--- config.mk ---
export PLATFORM = sky130hd
export DESIGN_NAME = pattern_uart_tx
export DESIGN_NICKNAME = d
export VERILOG_FILES = /design/src/rtl/pattern_uart_tx.sv
export SDC_FILE = /design/constraint.sdc
export NUM_CORES = 1
export LEC_CHECK = 0
export BUFFER_PORTS_ARGS = -buffer_cell sky130_fd_sc_hd__buf_2
export CORE_MARGIN = 1
export CORE_UTILIZATION = 25
export CTS_BUF_LIST = sky130_fd_sc_hd__clkbuf_4 sky130_fd_sc_hd__clkbuf_8
export DETAILED_ROUTE_END_ITERATION = 6
export SYNTH_ARGS = -nofsm -noshare
export SYNTH_HDL_FRONTEND = slang
export SYNTH_SLANG_ARGS = --single-unit
--- constraint.sdc ---
create_clock -name clk -period 1.8 [get_ports clk]
set_input_delay 0.36 -clock clk [delete_from_list [all_inputs] [get_ports clk]]
set_output_delay 0.36 -clock clk [all_outputs]
set_load 0.03 [all_outputs]
--- src/rtl/pattern_uart_tx.sv ---
// Dumps the 8-step drum pattern as a framed byte stream: header, one byte per step,
// and a trailing XOR checksum when PATTERN_TX_CHECKSUM_EN is defined.
module pattern_uart_tx #(
  parameter logic [7:0] HEADER  = 8'hA5,
  parameter int         STEPS   = 8,
  parameter int         BUSY_TO = 15
) (
  input  logic        clk,
  input  logic        rst,
  input  logic        dump,
  input  logic [31:0] pattern,
  input  logic        txready,
  output logic [7:0]  txdata,
  output logic        txclk,
  output logic        busy,
  output logic        done
);

  typedef enum logic [1:0] {
    IDLE      = 2'd0,
    WAIT_RDY  = 2'd1,
    WAIT_BUSY = 2'd2,
    DONE      = 2'd3
  } state_t;

`ifdef PATTERN_TX_CHECKSUM_EN
  localparam logic [3:0] LAST_IDX = 4'(STEPS + 1);
`else
  localparam logic [3:0] LAST_IDX = 4'(STEPS);
`endif
  localparam logic [3:0] TO_LAST = 4'(BUSY_TO - 1);

  state_t      state_q, state_d;
  logic [3:0]  idx_q, idx_d;
  logic [3:0]  to_q, to_d;
  logic [31:0] snap_q, snap_d;
  logic [7:0]  txdata_q, txdata_d;
  logic        txclk_q, txclk_d;
  logic        busy_q, busy_d;
  logic        done_q, done_d;

  logic [7:0]  step_byte [STEPS];
  logic [7:0]  cur_byte;
  logic [2:0]  step_sel;

  // Each step byte carries its own index so the receiver can resynchronise.
  for (genvar gi = 0; gi < STEPS; gi++) begin : g_step
    assign step_byte[gi] = {1'b0, 3'(gi), snap_q[4*gi +: 4]};
  end

  assign step_sel = 3'(idx_q - 4'd1);

`ifdef PATTERN_TX_CHECKSUM_EN
  logic [7:0] checksum;

  always_comb begin
    checksum = HEADER;
    for (int s = 0; s < STEPS; s++) begin
      checksum = checksum ^ step_byte[s];
    end
  end

  always_comb begin
    cur_byte = HEADER;
    if (idx_q == 4'd0) begin
      cur_byte = HEADER;
    end else if (idx_q <= 4'(STEPS)) begin
      cur_byte = step_byte[step_sel];
    end else begin
      cur_byte = checksum;
    end
  end
`else
  always_comb begin
    cur_byte = HEADER;
    if (idx_q != 4'd0) begin
      cur_byte = step_byte[step_sel];
    end
  end
`endif

  always_comb begin
    state_d  = state_q;
    idx_d    = idx_q;
    to_d     = to_q;
    snap_d   = snap_q;
    txdata_d = txdata_q;
    txclk_d  = 1'b0;
    busy_d   = busy_q;
    done_d   = 1'b0;
    case (state_q)
      IDLE: begin
        if (dump) begin
          snap_d  = pattern;
          idx_d   = 4'd0;
          busy_d  = 1'b1;
          state_d = WAIT_RDY;
        end
      end
      WAIT_RDY: begin
        if (txready) begin
          txdata_d = cur_byte;
          txclk_d  = 1'b1;
          to_d     = 4'd0;
          state_d  = WAIT_BUSY;
        end
      end
      WAIT_BUSY: begin
        // A UART that never drops txready still gets its byte counted after the timeout.
        if (!txready || (to_q == TO_LAST)) begin
          if (idx_q == LAST_IDX) begin
            done_d  = 1'b1;
            busy_d  = 1'b0;
            state_d = DONE;
          end else begin
            idx_d   = idx_q + 4'd1;
            state_d = WAIT_RDY;
          end
        end else begin
          to_d = to_q + 4'd1;
        end
      end
      DONE: begin
        state_d = IDLE;
      end
      default: begin
        state_d = IDLE;
      end
    endcase
  end

  always_ff @(posedge clk or posedge rst) begin
    if (rst) begin
      state_q  <= IDLE;
      idx_q    <= 4'd0;
      to_q     <= 4'd0;
      snap_q   <= 32'd0;
      txdata_q <= 8'h00;
      txclk_q  <= 1'b0;
      busy_q   <= 1'b0;
      done_q   <= 1'b0;
    end else begin
      state_q  <= state_d;
      idx_q    <= idx_d;
      to_q     <= to_d;
      snap_q   <= snap_d;
      txdata_q <= txdata_d;
      txclk_q  <= txclk_d;
      busy_q   <= busy_d;
      done_q   <= done_d;
    end
  end

  assign txdata = txdata_q;
  assign txclk  = txclk_q;
  assign busy   = busy_q;
  assign done   = done_q;

endmodule

# --- Yosys cells after proc, flatten, opt, wreduce, memory -nomap -nowiden ---
# Cells that the tools add are included.
classes:
  addsub: 3
  n_mul: 0
  div: 0
  n_lt_le_gt_ge: 1
  eq_ne: 11
  shifts: 0
  mux: 25
  bitwise: 1
  n_reduce_logical: 12
op_table:
  columns: ["op", "n"]
  rows:
  - ["$bmux 8 s3", 1]
  - ["$mux 8", 3]
  - ["$mux 4", 5]
  - ["$pmux 4 s2", 2]
  - ["$ne 2x2->1 const B", 6]
  - ["$add 4x1->4 const B", 2]
  - ["$eq 4x4->1 const B", 2]
  - ["$mux 1", 8]
  - ["$mux 2", 4]
  - ["$pmux 2 s4", 1]
  - ["$reduce_and 4->1", 2]
  - ["$reduce_and 3->1", 2]
  - ["$eq 2x2->1 const B", 2]
  - ["$ge 4x4->1 const B", 1]
  - ["$not 3->4", 1]
  - ["$reduce_and 2->1", 2]
  - ["$reduce_bool 2->1", 2]
  - ["$reduce_bool 4->1", 1]
  - ["$sub 3x1->3 const B", 1]
  - ["$eq 2x1->1 const B", 1]
  - ["$logic_not 2->1", 1]
  - ["$pmux 1 s2", 1]
  - ["$logic_not 1->1", 1]
  - ["$logic_or 1x1->1", 1]
word_totals:
  ff_bits: 53
  latchBits: 0
  mem_bits_rw: 0
  romBits: 0
  inputBits: 36
  out_inout_bits: 11
  n_memories: 0

# --- Longest topological paths before layout ---
depth:
  depth_word: 6
  ltp_mapped: 7

# --- Worst setup path after synthesis ---
# OpenSTA, ideal clock, no wires.
synth_path:
  kind: "register -> register"
  startpoint: "register idx_q[0]"
  endpoint: "register txdata_q[1], in the netlist txdata[1]"
  setup_ps: 130
  t_arrival_ps: 1873
  t_required_ps: 1670
  path_slack_ps: -203
  stages_incl_launch_ff: 8
  n_path_buf: 1
  cell_sequence: "dfrtp_1 -> clkbuf_8 -> inv_1 -> ha_1 -> xor2_4 -> mux4_2 -> nor2_1 -> o41ai_2"
synth_between:
  elab_chain_cells: 6
  word_cells_on_any_way: 7
synth_lines:
  columns: ["item", "line_no", "text"]
  rows:
  - ["start, declared", "34", "logic [3:0] idx_q, idx_d;"]
  - ["start signal, assigned", "144", "idx_q <= idx_d;"]
  - ["$sub 3x1->3", "51", "assign step_sel = 3'(idx_q - 4'd1);"]
  - ["$not 3->4 (not written as such)", "77", "cur_byte = step_byte[step_sel];"]
  - ["$bmux 8 s3", "77", null]
  - ["$mux 8 (not written as such) (2 in a row)", "77", null]
  - ["$mux 8 (*)", "76", "if (idx_q != 4'd0) begin"]
  - ["end signal, assigned", "147", "txdata_q <= txdata_d;"]
  - ["end, declared", "37", "logic [7:0] txdata_q, txdata_d;"]
# Every way passes the cells marked *; elsewhere a longest branch is shown, timed or not. The select of a mux whose other input is x is not followed.
# A chain may end at the register's enable or synchronous reset.

# --- Worst setup path in the final report ---
layout_path:
  startpoint: "register idx_q[0]"
  endpoint: "register txdata_q[3], in the netlist txdata[3]"
# Same word-level chain as after synthesis.

==> results.md <==
Routing:
- The remaining number of nets flagged by the antenna check after routing is 0.
- The number of remaining DRC errors is 0.
- The wire length reported by the detailed router is 4960 um.
- In this run, the number of DRC markers left after iteration 0 of detailed routing was 53.
- After detailed routing, the number of vias per cell comes to 4.32.
- Detailed routing inserted a total of 1,642 vias.
- Dividing the detail-routed wire length by the instance count gives 13.1 um.
- The first TritonRoute pass finished after 4 iterations.

Synth:
- The sequential fraction of the synthesis area is 52.6%.
- The cell count after synthesis came out at 194.
- The count of state elements after synthesis is 53.
- The dominant register cell in the synthesized netlist is sky130_fd_sc_hd__dfrtp_1.
- The synthesized cell area is 2520 um^2.
- For this run, asynchronously set or reset flops after synthesis account for 100%.
- The average cell area after synthesis is 13.0 um^2.
- In this run, synthesis inferred 0 flip-flops with an integrated enable.
- The number of nets in the synthesized netlist is 235.
- For this run, the number of Yosys warnings is 0.
- In this run, distinct cell masters in the synthesized netlist total 40.

Final layout:
- The library cell used most frequently in the layout, excluding fill and tap cells, is sky130_fd_sc_hd__dfrtp_1.
- The top cell types in the final layout, fill and taps aside, are 52 x sky130_fd_sc_hd__dfrtp_1, 46 x sky130_fd_sc_hd__buf_2, 32 x sky130_fd_sc_hd__mux2_2.
- The diode insertion count for antenna repair is 0.
- The share of final-layout standard cells stronger than drive strength 1 is 48.6%.
- The final instance count without filler cells is 380.
- The number of nets in the finished design is 287.
- The final design area excluding fillers is 3100 um^2.
- After filler insertion, the fill cell instance count of the layout stands at 1,001.
- The final cell utilization of the core is 31.7%.
- Compared with the post-synthesis result, the final layout area differs by 22.8%.

STA:
- The worst hold margin is 0.0767 ns.
- The max-slew violation count was 0.
- At the pin with the least slew margin, the transition time is 0.511 ns.
- The sum of negative setup slack is 0 ns.
- The final critical path time including I/O delays and setup is 1.72 ns.
- The number of endpoints with negative hold slack in the final report is 0.
- The share of the clock period used by the worst path after layout is 95.6%.
- Setup violations remaining at the end of the flow were counted as 0.
- Based on the critical path, the design can be clocked at up to 581 MHz.
- The final worst clock skew is 0.00656 ns.
- Setup repair after global routing could not meet its margin everywhere.
- The worst pin sits at a relative slew slack of 65.9%.

Clock network:
- The maximum root-to-sink buffer count is 2.
- The clock root buffer is sky130_fd_sc_hd__clkbuf_8.
- The H-tree generated during clock tree synthesis spans 2 levels.
- After clock tree synthesis, the clock-pin slew on the worst setup and hold paths is 0.09 ns.
- Clock tree synthesis found a total of 53 sinks.
- The total CTS buffers is 5.
- The clock tree from TritonCTS is done.
- At the later pin of the worst-skew pair, clock insertion delay measures 0.30 ns.
- The number of buffers added for setup after CTS is 0.

Worst setup path:
- The signal on the critical path passes through inv_4 > ha_4 > xor2_4 > mux4_2 > nor2_2 > o41ai_2.
- The setup check on the worst reg-to-reg path leaves a slack of 0.08 ns.
- The critical path class is flip-flop to flip-flop.
- For the worst setup path, the data arrival time is 1.90 ns.
- The worst setup path is captured at a flip-flop.
- The kind of start point of the critical path is a flip-flop.
- The largest single stage delay on the critical path is 0.54 ns.
- The required time at the endpoint of the critical path is 1.98 ns.
- The biggest fanout along the worst timing path is 3.
- The slowest cell on the critical path is sky130_fd_sc_hd__mux4_2.

GRT:
- The first global-routing pass estimated 8390 um of wire.
- For this run, the total global-route usage over all layers was measured as 10.5%.
- The number of antenna violations at the first check in global routing was 0.
- Global routing finished with a remaining overflow of 0.
- The pin count of the biggest net entering global routing is 34.
- The number of global-route vias before repair was 1,707.

Pwr:
- The relative contribution of the clock network to total power is 17.0%.
- The portion of total power attributed to combinational logic is 43.0%.
- The leakage power total is 1.38 nW.
- The internal power is 0.00327 W.
- The net switching power is 0.00168 W.
- In this run the power density over the cells is 1600 nW/um^2.
- The fraction of power consumed by sequential logic is 40.0%.
- In this run switching power makes up 33.9% of total power.
- VDD sags by at most 0.000694 V.

Floorplan:
- The floorplan step set the die width to 102 um.
- The initial core utilization is 25.8%.
- The total area inside the core boundary comes to 9770 um^2.
- The total I/O pin count is 47.
- The area of the die is 10,500 um^2.
- The chip height is 102 um.
- The number of core rows is 36.

Run status:
- The run finished with clean final reports.

Placed design:
- The area of placed instances is 2970 um^2.
- The count of buffers added on input and output ports is 46.
- The post-DP HPWL is 3840 um.
- The global placer's final weighted congestion is 0.710.
- Including well taps, the total number of placed cells is 372.

Run:
- The number of max-cap violations is 0.

Hold path:
- The class of the most critical hold timing path is input pin to asynchronous set/reset pin.
==> stage by stage <==
stage	total power, W	setup slack [ns]
after floorplan	0.00358	-0.0518
after global placement	0.00409	0.0978
after detailed placement	0.00415	0.0282
after CTS	0.00500	0.0166
after global routing	0.00530	-0.00160
final	0.00495	0.0785
==> routing by layer <==
layer | GRT usage, % | up-vias | wire, um
met1 | 14.9 | 803 | 2430
met3 | 2.80 | 8 | 215
met4 | 3.30 | 0 | 70
met2 | 15.4 | 37 | 2250
met5 | 0 | - | 0
li1 | - | 794 | -
==> cell usage after synthesis, drive strengths merged (2+ instances only) <==
master / n / area share (%)
a21o: 3 / 0.89
xor2: 3 / 1.8
and2b: 4 / 1.4
inv: 6 / 0.89
o41ai: 2 / 1.3
dfrtp: 53 / 53
o21ai: 5 / 1.1
nand3: 6 / 1.4
mux2: 32 / 14
nor3: 2 / 0.40
mux2i: 2 / 0.79
nor2: 15 / 2.2
clkbuf: 3 / 1.3
nand2: 15 / 2.2
mux4: 6 / 5.4
nand4: 3 / 0.74
nor2b: 2 / 0.50
a31oi: 2 / 0.50
a211oi: 4 / 1.2
buf: 6 / 1.7
and3: 2 / 0.50
ha: 5 / 2.5
==> cell type report <==
cell class	instances	area [um^2]	area share, %
Multi-Input combinational cell	125	1110	36.0
Clock inverter	1	30.0	0.969
Sequential cell	53	1330	42.9
Clock buffer	7	90.1	2.91
Timing Repair Buffer	54	328	10.6
Inverter	7	41.3	1.33
Tap cell	133	166	5.37
==> critical path: cells and delay by family, from the launching register on <==
kind	cells	cell delay (ns)
mux	1	0.54
fa+ha+maj	1	0.17
simple gates	1	0.13
xor+xnor	1	0.20
buf+inv	1	0.07
compound gates	1	0.06
flops	1	0.43
==> registers in the layout, indices dropped and copies added (netlist names) <==
name     cells
txdata       8
to_q         4
snap_q      32
state_q      2
idx_q        4
done         1
txclk        1
busy         1
==> cells by family after synthesis <==
| group | share of synthesized area [%] |
|---|---|
| AND/OR/NAND/NOR | 11.4 |
| flip-flops | 52.6 |
| multiplexers | 20.4 |
| AO/OA/AOI/OAI | 6.54 |
| buffers and inverters | 4.51 |
| adder cells (fa/ha/maj) | 2.48 |
| XOR/XNOR | 2.13 |
==> worst paths after layout <==
path                            start    endpoint  depth (start not counted)
setup reg to reg             idx_q[0]   txdata[3]                          6
max in group asynchronous         rst  snap_q[30]                          3
hold reg to reg             txdata[6]   txdata[6]                          2
hold / removal                    rst   snap_q[6]                          2
setup / recovery             idx_q[0]   txdata[3]                          6
min in group clk           pattern[0]   snap_q[0]                          2
==> repair_timing <==
action	CTS	global route
gates resized for setup	0	3
setup endpoints to repair	0	2
hold buffers	0	0
==> power by group through the flow <==
stage          Combinational [W]  Clock, W  Sequential, W
3_5_place_dp             0.00214         0        0.00201
3_3_place_gp             0.00209         0        0.00201
5_1_grt                  0.00234  0.000912        0.00205
2_1_floorplan            0.00151         0        0.00206
4_1_cts                  0.00214  0.000875        0.00198
6_report                 0.00213  0.000844        0.00198
(Power assumes the default switching activity.)
